<file path="config.mk">
export PLATFORM = sky130hd
export DESIGN_NAME = hazard_forward_unit_flat
export DESIGN_NICKNAME = d
export VERILOG_FILES = /design/src/rtl/hazard_forward_unit_if.sv /design/src/rtl/hazard_forward_unit.sv /design/src/flat_wrapper.sv
export SDC_FILE = /design/constraint.sdc
export NUM_CORES = 1
export LEC_CHECK = 0
export ABC_AREA = 0
export BUFFER_PORTS_ARGS = -buffer_cell sky130_fd_sc_hd__buf_2
export CORE_MARGIN = 4
export CORE_UTILIZATION = 35
export DETAILED_ROUTE_END_ITERATION = 8
export MAX_ROUTING_LAYER = met4
export SYNTH_ARGS = -nofsm -noshare
export SYNTH_HDL_FRONTEND = slang
export SYNTH_SLANG_ARGS = --single-unit
</file>
<file path="constraint.sdc">
create_clock -name clk -period 2.1 [get_ports clk]
set_input_delay 0.315 -clock clk [delete_from_list [all_inputs] [get_ports clk]]
set_output_delay 0.315 -clock clk [all_outputs]
set_load 0.01 [all_outputs]
</file>
<file path="src/rtl/hazard_forward_unit_if.sv">
// Bundle between the pipeline and the hazard/forwarding unit: ID decode and
// status going in, mux selects and stall/flush controls coming back.
interface hazard_forward_unit_if #(
  parameter int CNT_W = 16
);
  logic             id_valid;
  logic [4:0]       id_rs1;
  logic [4:0]       id_rs2;
  logic [4:0]       id_rd;
  logic             id_reg_write;
  logic             id_mem_read;
  logic             ex_branch_taken;
  logic             mem_ready;
  logic [1:0]       fwd_a_sel;
  logic [1:0]       fwd_b_sel;
  logic             pc_stall;
  logic             ifid_stall;
  logic             idex_bubble;
  logic             flush;
  logic [CNT_W-1:0] hazard_cnt;

  modport master (
    output id_valid, id_rs1, id_rs2, id_rd, id_reg_write, id_mem_read,
           ex_branch_taken, mem_ready,
    input  fwd_a_sel, fwd_b_sel, pc_stall, ifid_stall, idex_bubble, flush,
           hazard_cnt
  );

  modport slave (
    input  id_valid, id_rs1, id_rs2, id_rd, id_reg_write, id_mem_read,
           ex_branch_taken, mem_ready,
    output fwd_a_sel, fwd_b_sel, pc_stall, ifid_stall, idex_bubble, flush,
           hazard_cnt
  );
endinterface

</file>
<file path="src/rtl/hazard_forward_unit.sv">
// Pipeline hazard controller: forwarding selects from a private EX/MEM/WB shadow,
// load-use stall insertion, taken-branch flush and data-memory wait freeze.
module hazard_forward_unit #(
  parameter int LU_STALL = 1,
  parameter int CNT_W    = 16
) (
  input logic                  clk,
  input logic                  rst_n,
  hazard_forward_unit_if.slave bus
);
  typedef enum logic [1:0] {S_RUN, S_LU_STALL, S_MEM_WAIT} state_t;

  typedef struct packed {
    logic       valid;
    logic [4:0] rs1;
    logic [4:0] rs2;
    logic [4:0] rd;
    logic       reg_write;
    logic       mem_read;
  } ex_t;

  // Later stages only need what a producer contributes to forwarding.
  typedef struct packed {
    logic       valid;
    logic [4:0] rd;
    logic       reg_write;
  } dst_t;

  localparam logic [1:0] CTR_INIT = 2'(LU_STALL - 1);

  state_t           state;
  state_t           ret_state;
  logic [1:0]       ctr;
  ex_t              ex_q;
  dst_t             mem_q;
  dst_t             wb_q;
  logic [CNT_W-1:0] cnt_q;
  logic             lu_hit;
  logic             advance;
  logic             pc_stall;
  logic             ifid_stall;
  logic             idex_bubble;
  logic             flush;

  function automatic logic [1:0] fwd_sel(input logic ex_valid, input dst_t mem,
                                         input dst_t wb, input logic [4:0] rs);
    logic [1:0] sel;
    sel = 2'b00;
    if (ex_valid) begin
      if (mem.valid && mem.reg_write && mem.rd != 5'd0 && mem.rd == rs)
        sel = 2'b01;
      else if (wb.valid && wb.reg_write && wb.rd != 5'd0 && wb.rd == rs)
        sel = 2'b10;
    end
    return sel;
  endfunction

  assign lu_hit = ex_q.valid && ex_q.mem_read && (ex_q.rd != 5'd0) && bus.id_valid &&
                  ((ex_q.rd == bus.id_rs1) || (ex_q.rd == bus.id_rs2));

  assign advance = (state != S_MEM_WAIT) && bus.mem_ready;

  // Memory wait outranks a taken branch, which outranks a load-use stall.
  always_comb begin
    pc_stall    = 1'b0;
    ifid_stall  = 1'b0;
    idex_bubble = 1'b0;
    flush       = 1'b0;
    unique case (state)
      S_RUN, S_LU_STALL: begin
        if (!bus.mem_ready) begin
          pc_stall   = 1'b1;
          ifid_stall = 1'b1;
        end else if (bus.ex_branch_taken) begin
          flush = 1'b1;
        end else if (state == S_LU_STALL || lu_hit) begin
          pc_stall    = 1'b1;
          ifid_stall  = 1'b1;
          idex_bubble = 1'b1;
        end
      end
      S_MEM_WAIT: begin
        pc_stall   = 1'b1;
        ifid_stall = 1'b1;
      end
      default: ;
    endcase
  end

  always_ff @(posedge clk) begin
    if (!rst_n) begin
      state     <= S_RUN;
      ret_state <= S_RUN;
      ctr       <= '0;
      ex_q      <= '0;
      mem_q     <= '0;
      wb_q      <= '0;
      cnt_q     <= '0;
    end else begin
      if (advance) begin
        wb_q  <= mem_q;
        mem_q <= '{valid: ex_q.valid, rd: ex_q.rd, reg_write: ex_q.reg_write};
        if (idex_bubble || flush)
          ex_q <= '0;
        else
          ex_q <= '{valid: bus.id_valid, rs1: bus.id_rs1, rs2: bus.id_rs2,
                    rd: bus.id_rd, reg_write: bus.id_reg_write,
                    mem_read: bus.id_mem_read};
      end

      if (idex_bubble && cnt_q != '1)
        cnt_q <= cnt_q + 1'b1;

      // The counter holds remaining stall cycles; it is left alone across a memory wait.
      unique case (state)
        S_RUN: begin
          if (!bus.mem_ready) begin
            ret_state <= S_RUN;
            state     <= S_MEM_WAIT;
          end else if (!bus.ex_branch_taken && lu_hit) begin
            ctr <= CTR_INIT;
            if (LU_STALL > 1)
              state <= S_LU_STALL;
          end
        end
        S_LU_STALL: begin
          if (!bus.mem_ready) begin
            ret_state <= S_LU_STALL;
            state     <= S_MEM_WAIT;
          end else if (bus.ex_branch_taken) begin
            ctr   <= '0;
            state <= S_RUN;
          end else begin
            ctr <= ctr - 2'd1;
            if (ctr == 2'd1)
              state <= S_RUN;
          end
        end
        S_MEM_WAIT: begin
          if (bus.mem_ready)
            state <= ret_state;
        end
        default: state <= S_RUN;
      endcase
    end
  end

  assign bus.fwd_a_sel   = fwd_sel(ex_q.valid, mem_q, wb_q, ex_q.rs1);
  assign bus.fwd_b_sel   = fwd_sel(ex_q.valid, mem_q, wb_q, ex_q.rs2);
  assign bus.pc_stall    = pc_stall;
  assign bus.ifid_stall  = ifid_stall;
  assign bus.idex_bubble = idex_bubble;
  assign bus.flush       = flush;
  assign bus.hazard_cnt  = cnt_q;
endmodule

</file>
<file path="src/flat_wrapper.sv">
// flat-port wrapper written by rule: the top's interface ports become plain ports
module hazard_forward_unit_flat 
#(
  parameter int LU_STALL = 1,
  parameter int CNT_W    = 16
)
  (clk, rst_n, bus_id_valid, bus_id_rs1, bus_id_rs2, bus_id_rd, bus_id_reg_write, bus_id_mem_read, bus_ex_branch_taken, bus_mem_ready, bus_fwd_a_sel, bus_fwd_b_sel, bus_pc_stall, bus_ifid_stall, bus_idex_bubble, bus_flush, bus_hazard_cnt);
  hazard_forward_unit_if #(.CNT_W(CNT_W)) bus_i ();
  input logic clk;
  input logic rst_n;
  input wire logic [$bits(bus_i.id_valid)-1:0] bus_id_valid;
  input wire logic [$bits(bus_i.id_rs1)-1:0] bus_id_rs1;
  input wire logic [$bits(bus_i.id_rs2)-1:0] bus_id_rs2;
  input wire logic [$bits(bus_i.id_rd)-1:0] bus_id_rd;
  input wire logic [$bits(bus_i.id_reg_write)-1:0] bus_id_reg_write;
  input wire logic [$bits(bus_i.id_mem_read)-1:0] bus_id_mem_read;
  input wire logic [$bits(bus_i.ex_branch_taken)-1:0] bus_ex_branch_taken;
  input wire logic [$bits(bus_i.mem_ready)-1:0] bus_mem_ready;
  output wire logic [$bits(bus_i.fwd_a_sel)-1:0] bus_fwd_a_sel;
  output wire logic [$bits(bus_i.fwd_b_sel)-1:0] bus_fwd_b_sel;
  output wire logic [$bits(bus_i.pc_stall)-1:0] bus_pc_stall;
  output wire logic [$bits(bus_i.ifid_stall)-1:0] bus_ifid_stall;
  output wire logic [$bits(bus_i.idex_bubble)-1:0] bus_idex_bubble;
  output wire logic [$bits(bus_i.flush)-1:0] bus_flush;
  output wire logic [$bits(bus_i.hazard_cnt)-1:0] bus_hazard_cnt;
  assign bus_i.id_valid = bus_id_valid;
  assign bus_i.id_rs1 = bus_id_rs1;
  assign bus_i.id_rs2 = bus_id_rs2;
  assign bus_i.id_rd = bus_id_rd;
  assign bus_i.id_reg_write = bus_id_reg_write;
  assign bus_i.id_mem_read = bus_id_mem_read;
  assign bus_i.ex_branch_taken = bus_ex_branch_taken;
  assign bus_i.mem_ready = bus_mem_ready;
  assign bus_fwd_a_sel = bus_i.fwd_a_sel;
  assign bus_fwd_b_sel = bus_i.fwd_b_sel;
  assign bus_pc_stall = bus_i.pc_stall;
  assign bus_ifid_stall = bus_i.ifid_stall;
  assign bus_idex_bubble = bus_i.idex_bubble;
  assign bus_flush = bus_i.flush;
  assign bus_hazard_cnt = bus_i.hazard_cnt;
  hazard_forward_unit #(.LU_STALL(LU_STALL), .CNT_W(CNT_W)) u_core (.clk(clk), .rst_n(rst_n), .bus(bus_i));
endmodule
</file>
==> summary.txt, run 1 <==
global-route wire length before repair: 12800 µm
worst-path fanout max: 3
io pins: 46
Setup WS post-layout: -0.0945 ns
sw frac: 0.256
Req. time, crit path: 1.78 ns
First-pass DRT Iterations: 6
delay-heaviest family, CP: simple AND/OR/NAND/NOR gates
Flop pwr share: 0.526
Die Area: 9830 µm²
CTS hold repair buffers: 0
combinational power share: 0.119
syn_nets: 385
Yosys top cell area share: 0.365
Max-Slew Margin vs Limit: 0.534
layout cells sized above 1: 0.299
Pwr Total: 0.00199 W
drc violations: 0
core box area: 7890 µm²
number of global-route vias before repair: 2683
CTS tree: done
ys async rst share: 0
VDD IR max: 0.286 mV
status: finished, violations left
CP arrival: 1.88 ns
CP Cell Sequence: buf_6 > xor2_1 > or4_1 > nor4_2 > buf_2
post-DP HPWL: 5380 µm
Final Hold Viols: 0
vias per cell: 5.35
gr usage total: 0.161
WL/cell: 15.1 µm
Finished Core Util: 0.463
final wirelength: 7970 µm
R2R setup slack: 0.07 ns
grt total ovfl: 0
crit path capture type: output port
clock share of power: 0.355
WS Path Type: flip-flop to output port
Tcrit/Tclk final: 1.05
number of synthesized flops with an enable pin: 0
setup violators final: 4
Starting Density: 0.369
Pins Over Slew Limit: 0
register area share after synthesis: 0.365
largest area contributor in the netlist: dfxtp_1
cell area power density: 545 nW/µm²
synth top area cells: dfxtp_1 36%, a21oi_1 6.9%, nand2_1 5.5%
Worst setup SP type: flip-flop
largest net degree at the start of global routing: 41
Tmin final: 2.19 ns
Top FF cell, synth: dfxtp_1
IO buf count: 45
clock tree buffer depth: 2
Worst path slowest cell: or4_1
initial antenna violation count: 0
Die Wd: 99.2 µm
Post-DRT Antenna Nets: 0
synthesized netlist cell count: 361
via count: 2821
fmax: 0.456 GHz
static leakage: 1.41 nW
Worst-path clk slew: 0.10 ns
mapped cell area: 2910 µm²
placer congestion estimate: 0.808
first-iteration detailed-routing DRC count: 159
internal power: 0.00148 W
YS warnings: 0
Row Count: 32
syn_area_per_cell: 8.06 µm²
Layout Skew: 0.0121 ns
Max-Cap Viols: 0
P_sw: 0.000511 W
slew at the pin closest to its max-slew limit: 0.697 ns
clk root buf: clkbuf_8
hold crit path type: input pin to flip-flop
Final #Nets: 448
cts bufs inserted: 5
# diodes: 0
Cell variety after synth: 47
Die H: 99.2 µm
area delta synth->final: 25.6%
unrepaired setup endpoints after global routing: yes
slowest stage delay, CP: 0.53 ns
Worst-Skew Late Latency: 0.32 ns
H-tree depth: 2
Buf/Inv on CP: 2
Synth Register Bits: 53
Clock Sinks: 53
failing checks: negative setup slack
## power by group through the flow
stage                     combinational, W  sequential (W)  clock [W]
final                             0.000237         0.00105   0.000708
after global routing              0.000259         0.00105   0.000755
after CTS                         0.000214         0.00105   0.000725
after detailed placement          0.000204         0.00108          0
after global placement            0.000201         0.00107          0
after floorplan                   0.000145         0.00106          0
## timing repair
action | CTS | global route
cloned | 0 | 1
endpoints found under the setup margin | 7 | 32
setup buffers | 7 | 5
pin swaps | 5 | 10
gates resized for setup | 23 | 12
## final cells by class
type                    instances  area, µm²
fillers                       795       4230
well taps                     102        128
multi-input cells             264       1730
flip-flops and latches         53       1090
clock inverters                 2       38.8
inverters                      20       75.1
repair buffers                 80        517
clock buffers                   6       72.6
## synthesized netlist by cell type, types with 8 or more instances
cell      instances
dfxtp_1          53
xor2_1           13
inv_1            18
nand2_1          43
nand3_1          26
clkbuf_1         13
o21ai_0          16
xnor2_1          17
a222oi_1         12
or4_1            11
o31ai_1           8
o21ai_1          11
nor2_1           21
a21oi_1          40
## path summary, 6_finish.rpt
check,start,endpoint,cells past startpoint
worst min-delay path,bus_id_rd[2],u_core.ex_q[4]$_SDFFE_PN0P_,3
worst max-delay path,u_core.wb_q[3]$_SDFFE_PN0P_,bus_fwd_a_sel[1],5
worst max register to register,u_core.ex_q[4]$_SDFFE_PN0P_,u_core.bus.hazard_cnt[14]$_SDFFE_PN0P_,8
worst min register to register,u_core.ex_q[1]$_SDFFE_PN0P_,u_core.mem_q[0]$_SDFFE_PN0P_,2
## metrics by stage
step | hold WS [ns] | setup TNS [ns] | area [µm²] | std cells | setup WS (ns)
finish | 0.259 | -0.307 | 3650 | 527 | -0.0945
global route | 0.283 | -0.952 | 3650 | 527 | -0.237
CTS | 0.255 | -0.450 | 3530 | 521 | -0.139
detailed placement | 0.447 | 0 | 3300 | 506 | 0.0856
global placement | 0.441 | 0 | 3300 | 506 | 0.0911
floorplan | 0.432 | 0 | 2910 | 361 | 0.153
## per-layer routing
| metal | vias to the layer above | track usage | wire [µm] |
|---|---|---|---|
| li1 | 1417 | - | - |
| met1 | 1341 | 0.198 | 3570 |
| met2 | 55 | 0.273 | 4030 |
| met3 | 8 | 0.0281 | 282 |
| met4 | 0 | 0.0431 | 84 |
| met5 | - | - | 0 |
## cells by family (layout without fill, tap and decap cells)
group | Yosys count | in the layout | share of synthesized area
flip-flops | 53 | 53 | 0.365
multiplexers | 1 | 1 | 0.00344
AO/OA/AOI/OAI | 98 | 99 | 0.226
AND/OR/NAND/NOR | 131 | 131 | 0.226
buffers and inverters | 45 | 108 | 0.0757
XOR/XNOR | 31 | 31 | 0.0959
adder cells (fa/ha/maj) | 2 | 2 | 0.00860
## flip-flops by register name (all words and copies together) (netlist names)
| name | count |
|---|---|
| u_core.bus.hazard_cnt | 16 |
| u_core.ex_q | 18 |
| u_core.wb_q | 7 |
| u_core.ret_state | 1 |
| u_core.state | 2 |
| u_core.ctr | 2 |
| u_core.mem_q | 7 |
## layout by cell type (no fill, tap or decap), types with 5 or more instances in the layout
master     n
a21oi_1   35
o31ai_1    8
or3_1      7
a222oi_1  12
nor2_1    20
dfxtp_4    6
nand3_1   24
nand2_1   43
buf_4     32
o21ai_1   11
dfxtp_1   43
xor2_1    13
or4_1      9
clkbuf_8   5
o21ai_0   16
a21oi_2    6
inv_1     18
xnor2_2    6
xnor2_1   12
buf_2     45
## worst register-to-register path: cells and delay by family, from the launching register on
family,cells,cell delay (ns)
DFF,1,0.39
AOI/OAI and AO/OA,3,0.53
xor gates and xnor gates,1,0.16
buffers and inverters,2,0.28
and+or+nand+nor,2,0.61
No activity file was read; power rests on OpenSTA's default activity.
==> inputs of run 2 (changes only) <==
--- a/config.mk
+++ b/config.mk
@@ -10,7 +10,7 @@
 export CORE_MARGIN = 4
 export CORE_UTILIZATION = 35
 export DETAILED_ROUTE_END_ITERATION = 8
-export MAX_ROUTING_LAYER = met4
+export PLACE_DENSITY = 0.51
 export SYNTH_ARGS = -nofsm -noshare
 export SYNTH_HDL_FRONTEND = slang
 export SYNTH_SLANG_ARGS = --single-unit
==> summary.txt, run 2 (synthesis results as in run 1) <==
max reg flops: 18 (unchanged)
Layout Skew: 0.00907 ns (was 0.0121 ns)
hold crit path type: input pin to flip-flop (unchanged)
gr usage total: 0.155 (was 0.161)
CTS tree: done (unchanged)
slowest stage delay, CP: 0.51 ns (was 0.53 ns)
slew at the pin closest to its max-slew limit: 0.725 ns (was 0.697 ns)
layout cells sized above 1: 0.291 (was 0.299)
Clock Sinks: 53 (unchanged)
Worst-Skew Late Latency: 0.31 ns (was 0.32 ns)
area delta synth->final: 24.7% (was 25.6%)
clk root buf: clkbuf_8 (unchanged)
vias per cell: 5.28 (was 5.35)
IO buf count: 45 (unchanged)
Die H: 99.2 µm (unchanged)
Req. time, crit path: 1.78 ns (about the same)
grt total ovfl: 0 (unchanged)
# diodes: 0 (unchanged)
Worst setup SP type: flip-flop (unchanged)
global-route wire length before repair: 12600 µm (was 12800 µm)
WS Path Type: flip-flop to output port (unchanged)
crit path capture type: output port (unchanged)
Die Wd: 99.2 µm (unchanged)
cts bufs inserted: 5 (unchanged)
Max-Cap Viols: 0 (unchanged)
CP Cell Sequence: or4_1 > o211ai_1 > nor4_2 > nor3_1 > buf_2 (was buf_6 > xor2_1 > or4_1 > nor4_2 > buf_2)
Final #Nets: 452 (was 448)
Tcrit/Tclk final: 1.05 (about the same)
Die Area: 9830 µm² (unchanged)
first-iteration detailed-routing DRC count: 179 (was 159)
final hold slack: 0.276 ns (was 0.259 ns)
Pwr Total: 0.00189 W (was 0.00199 W)
core box area: 7890 µm² (unchanged)
Max-Slew Margin vs Limit: 0.516 (was 0.534)
static leakage: 1.40 nW (was 1.41 nW)
placer congestion estimate: 0.793 (was 0.808)
Finished Core Util: 0.460 (was 0.463)
largest net degree at the start of global routing: 53 (was 41)
Row Count: 32 (unchanged)
CTS hold repair buffers: 0 (unchanged)
R2R setup slack: 0.09 ns (was 0.07 ns)
worst-path fanout max: 2 (was 3)
worst slack, placed: 0.0664 ns (was 0.0856 ns)
WL/cell: 14.5 µm (was 15.1 µm)
H-tree depth: 2 (unchanged)
number of global-route vias before repair: 2558 (was 2683)
VDD IR max: 0.304 mV (was 0.286 mV)
Fill cells: 757 (was 795)
status: finished, violations left (unchanged)
CP arrival: 1.89 ns (was 1.88 ns)
Setup WS post-layout: -0.102 ns (was -0.0945 ns)
final wirelength: 7710 µm (was 7970 µm)
unrepaired setup endpoints after global routing: yes (unchanged)
io pins: 46 (unchanged)
most frequent cells in the layout: 45 x buf_2, 45 x dfxtp_1, 43 x nand2_1 (was 45 x buf_2, 43 x nand2_1, 43 x dfxtp_1)
clock tree buffer depth: 2 (unchanged)
fmax: 0.454 GHz (was 0.456 GHz)
post-DP HPWL: 5370 µm (was 5380 µm)
failing checks: negative setup slack (unchanged)
Post-DRT Antenna Nets: 0 (unchanged)
initial antenna violation count: 1 (was 0)
Pins Over Slew Limit: 0 (unchanged)
Worst path slowest cell: or4_1 (unchanged)
Worst-path clk slew: 0.10 ns (about the same)
First-pass DRT Iterations: 4 (was 6)
Biggest register: u_core.ex_q (unchanged)
via count: 2806 (was 2821)
Tmin final: 2.20 ns (was 2.19 ns)
setup violators final: 4 (unchanged)
cell area power density: 521 nW/µm² (was 545 nW/µm²)
Starting Density: 0.369 (unchanged)
drc violations: 0 (unchanged)
Final Hold Viols: 0 (unchanged)
[run 2: cell count changes in the layout (fill, tap and decap cells not counted), sizes merged]
cell	change
clkinv	+1
bufinv	-1
a21oi	-1
buf	+5
[run 2: critical path: cells and delay by family, from the launching register on]
kind | cells | cell delay (ns)
flip-flops | 1 | 0.32
AO/OA/AOI/OAI | 1 | 0.30
AND/OR/NAND/NOR | 3 | 0.81
buffers and inverters | 1 | 0.16
[run 2: cell type report]
type                    count  area (µm²)  area share
clock buffers               6        82.6      0.0228
inverters                  20        75.1      0.0207
multi-input cells         263        1710       0.470
well taps                 102         128      0.0352
flip-flops and latches     53        1080       0.298
clock inverters             2        13.8     0.00379
repair buffers             85         542       0.149
[run 2: metal layers]
| metal | up-vias | share of wire | track usage |
|---|---|---|---|
| met3 | 6 | 0.045 | 0.0288 |
| li1 | 1424 | - | - |
| met5 | - | 0.00091 | 0 |
| met1 | 1315 | 0.46 | 0.208 |
| met4 | 2 | 0.0069 | 0.0284 |
| met2 | 59 | 0.48 | 0.260 |
[run 2: where the power goes]
| group | internal, W | switching [W] |
|---|---|---|
| combinational | 0.0000982 | 0.000133 |
| sequential | 0.00102 | 0.0000247 |
| clock | 0.000268 | 0.000345 |
| total | 0.00139 | 0.000503 |
[run 2: final timing paths]
kind,startpoint,to,cells past startpoint
min,bus_id_rd[4],u_core.ex_q[6]$_SDFFE_PN0P_,3
min reg2reg,u_core.ex_q[1]$_SDFFE_PN0P_,u_core.ex_q[1]$_SDFFE_PN0P_,2
max,u_core.mem_q[2]$_SDFFE_PN0P_,bus_fwd_b_sel[1],5
max reg2reg,u_core.ex_q[4]$_SDFFE_PN0P_,u_core.bus.hazard_cnt[14]$_SDFFE_PN0P_,8
[run 2: repair_timing]
| item | 4_1_cts | 5_1_grt |
|---|---|---|
| setup endpoints to repair | 7 | 15 |
| resized for setup | 18 | 9 |
| buffers inserted | 3 | 6 |
| pin swaps | 7 | 10 |
| cloned | 0 | 0 |
[run 2: per-stage QoR]
| step | TNS (ns) | instance area (µm²) | cells |
|---|---|---|---|
| after floorplan | 0 | 2910 | 361 |
| after global placement | 0 | 3360 | 514 |
| after detailed placement | 0 | 3360 | 514 |
| after CTS | -0.321 | 3530 | 525 |
| after global routing | -0.911 | 3630 | 531 |
| final | -0.243 | 3630 | 531 |
==> inputs of run 3 (changes only) <==
==> constraint.sdc (replaced) <==
create_clock -name clk -period 2.75 [get_ports clk]
set_input_delay 0.4125 -clock clk [delete_from_list [all_inputs] [get_ports clk]]
set_output_delay 0.4125 -clock clk [all_outputs]
set_load 0.01 [all_outputs]
==> summary.txt, run 3 (synthesis results as in run 1) <==
status: finished, final reports clean (was finished, violations left)
Min-Delay Endpoint: u_core.ex_q[0]$_SDFFE_PN0P_ (was u_core.ex_q[6]$_SDFFE_PN0P_)
worst slack, placed: 0.461 ns (was 0.0664 ns)
hold crit path type: input pin to flip-flop (unchanged)
max reg flops: 18 (unchanged)
# diodes: 0 (unchanged)
worst reg-to-reg path cell count: 6 (was 8)
Finished Core Util: 0.410 (was 0.460)
Die Wd: 99.2 µm (unchanged)
most common cell after layout, fill and taps aside: dfxtp_1
Clock Sinks: 53 (unchanged)
Max-Slew Margin vs Limit: 0.512 (was 0.516)
WS Path Type: flip-flop to output port (unchanged)
IO buf count: 45 (unchanged)
post-DP HPWL: 5100 µm (was 5370 µm)
Final #Nets: 417 (was 452)
most frequent cells in the layout: 53 x dfxtp_1, 45 x buf_2, 43 x nand2_1 (was 45 x buf_2, 45 x dfxtp_1, 43 x nand2_1)
reg2reg end: u_core.bus.hazard_cnt[1]$_SDFFE_PN0P_ (was u_core.bus.hazard_cnt[14]$_SDFFE_PN0P_)
global-route wire length before repair: 12200 µm (was 12600 µm)
cell mode on critical path: a21oi_1
area delta synth->final: 11.3% (was 24.7%)
io pins: 46 (unchanged)
Post-DRT Antenna Nets: 0 (unchanged)
Max Used Layer: met4 (was met5)
CTS tree: done (unchanged)
Post-CTS Setup Bufs: 0 (was 3)
Worst-path clk slew: 0.10 ns (about the same)
layout cells sized above 1: 0.175 (was 0.291)
initial antenna violation count: 0 (was 1)
final hold slack: 0.373 ns (was 0.276 ns)
worst hold path depth: 3 (unchanged)
vias per cell: 5.21 (was 5.28)
WL/cell: 14.8 µm (was 14.5 µm)
CP arrival: 2.03 ns (was 1.89 ns)
unrepaired setup endpoints after global routing: no (was yes)
drc violations: 0 (unchanged)
met3 WL: 268 µm (was 344 µm)
Req. time, crit path: 2.34 ns (was 1.78 ns)
via count: 2582 (was 2806)
multi-input logic area: 1630 µm² (was 1710 µm²)
post_cts resized: 0 (was 18)
Worst-Skew Late Latency: 0.31 ns (about the same)
slowest stage delay, CP: 0.55 ns (was 0.51 ns)
core box area: 7890 µm² (unchanged)
placer congestion estimate: 0.844 (was 0.793)
Tcrit/Tclk final: 0.890
VDD IR max: 0.202 mV (was 0.304 mV)
Pins Over Slew Limit: 0 (unchanged)
crit path capture type: output port (unchanged)
Row Count: 32 (unchanged)
slew at the pin closest to its max-slew limit: 0.732 ns (was 0.725 ns)
fmax: 0.409 GHz
cell area power density: 428 nW/µm² (was 521 nW/µm²)
Final Hold Viols: 0 (unchanged)
Die H: 99.2 µm (unchanged)
first-iteration detailed-routing DRC count: 158 (was 179)
Max-Cap Viols: 0 (unchanged)
clock tree buffer depth: 2 (unchanged)
Fill cells: 811 (was 757)
Die Area: 9830 µm² (unchanged)
Sum Neg Setup Slack: 0 ns (was -0.243 ns)
min-delay src: bus_id_mem_read (was bus_id_rd[4])
gr usage total: 0.150 (was 0.155)
Worst path slowest cell: dfxtp_1 (was or4_1)
grt total ovfl: 0 (unchanged)
number of global-route vias before repair: 2427 (was 2558)
CTS hold repair buffers: 0 (unchanged)
H-tree depth: 2 (unchanged)
static leakage: 1.19 nW (was 1.40 nW)
met1 WL: 3640 µm (was 3580 µm)
WL met2: 3360 µm (was 3720 µm)
First-pass DRT Iterations: 5 (was 4)
cts bufs inserted: 5 (unchanged)
Storage cell area: 1060 µm² (was 1080 µm²)
Tmin final: 2.45 ns
worst-path fanout max: 6 (was 2)
worst reg2reg path startpoint: u_core.bus.hazard_cnt[0]$_SDFFE_PN0P_ (was u_core.ex_q[4]$_SDFFE_PN0P_)
R2R setup slack: 0.45 ns (was 0.09 ns)
Starting Density: 0.369 (unchanged)
setup violators final: 0 (was 4)
CP Cell Sequence: xnor2_2 > nand3_1 > o22ai_4 > a21oi_1 > o21a_1 > a21oi_1 > buf_2 (was or4_1 > o211ai_1 > nor4_2 > nor3_1 > buf_2)
final wirelength: 7340 µm (was 7710 µm)
largest net degree at the start of global routing: 48 (was 53)
Layout Skew: 0.0150 ns (was 0.00907 ns)
Biggest register: u_core.ex_q (unchanged)
Worst setup SP type: flip-flop (unchanged)
Setup WS post-layout: 0.303 ns (was -0.102 ns)
clk root buf: clkbuf_8 (unchanged)
## run 3: cell types whose count changed in the layout (fill, tap and decap cells not counted), moves of 2 or more
| cell | change |
|---|---|
| nand3_1 | +2 |
| buf_4 | -33 |
| dfxtp_1 | +8 |
| xnor2_2 | -3 |
| xnor2_1 | +3 |
| a21oi_1 | +3 |
| nor4_2 | -2 |
| nor4_1 | +2 |
| nand3_2 | -2 |
| a21oi_2 | -2 |
| dfxtp_4 | -4 |
| dfxtp_2 | -4 |
## run 3: layout make-up
type                       instances  share of cell area
timing repair buffer              50              0.0812
tap                              102              0.0394
multi-input combinational        263               0.503
clock inverter                     2             0.00309
sequential                        53               0.328
clock buffer                       6              0.0224
inverter                          20              0.0232
## run 3: critical path, delay by kind of cell, from the launching register on
family / cells / cell delay (ns)
AOI/OAI and AO/OA: 4 / 0.74
xor gates and xnor gates: 1 / 0.15
buffers and inverters: 1 / 0.15
DFF: 1 / 0.55
and+or+nand+nor: 1 / 0.13
## run 3: worst max-delay path by stage
stage | startpoint | end | slack (ns) | depth (start not counted)
after floorplan | u_core.ex_q[2]$_SDFFE_PN0P_ | bus_pc_stall | 0.73 | 8
after global placement | u_core.bus.hazard_cnt[0]$_SDFFE_PN0P_ | u_core.bus.hazard_cnt[1]$_SDFFE_PN0P_ | 0.50 | 6
after detailed placement | u_core.bus.hazard_cnt[0]$_SDFFE_PN0P_ | u_core.bus.hazard_cnt[1]$_SDFFE_PN0P_ | 0.46 | 6
after CTS | u_core.ex_q[2]$_SDFFE_PN0P_ | bus_pc_stall | 0.28 | 7
after global routing | u_core.mem_q[2]$_SDFFE_PN0P_ | bus_fwd_a_sel[1] | 0.17 | 5
final | u_core.ex_q[2]$_SDFFE_PN0P_ | bus_pc_stall | 0.30 | 7
## run 3: per-layer routing
layer  GRT usage  vias up
li1            -     1350
met1       0.217     1178
met2       0.235       47
met3      0.0273        7
met4      0.0315        0
met5           0        -
## run 3: metrics by stage
stage	instances	power, W	area, µm²
final	496	0.00139	3240
after global placement	488	0.000972	3150
after global routing	496	0.00145	3240
after detailed placement	488	0.000972	3150
after floorplan	361	0.000922	2910
after CTS	496	0.00140	3240
## run 3: report_power, final
part           total, W  switching, W  internal (W)  leakage (nW)
clock          0.000434      0.000256      0.000177        0.0450
combinational  0.000149     0.0000890     0.0000603         0.717
sequential     0.000803     0.0000224      0.000781         0.429
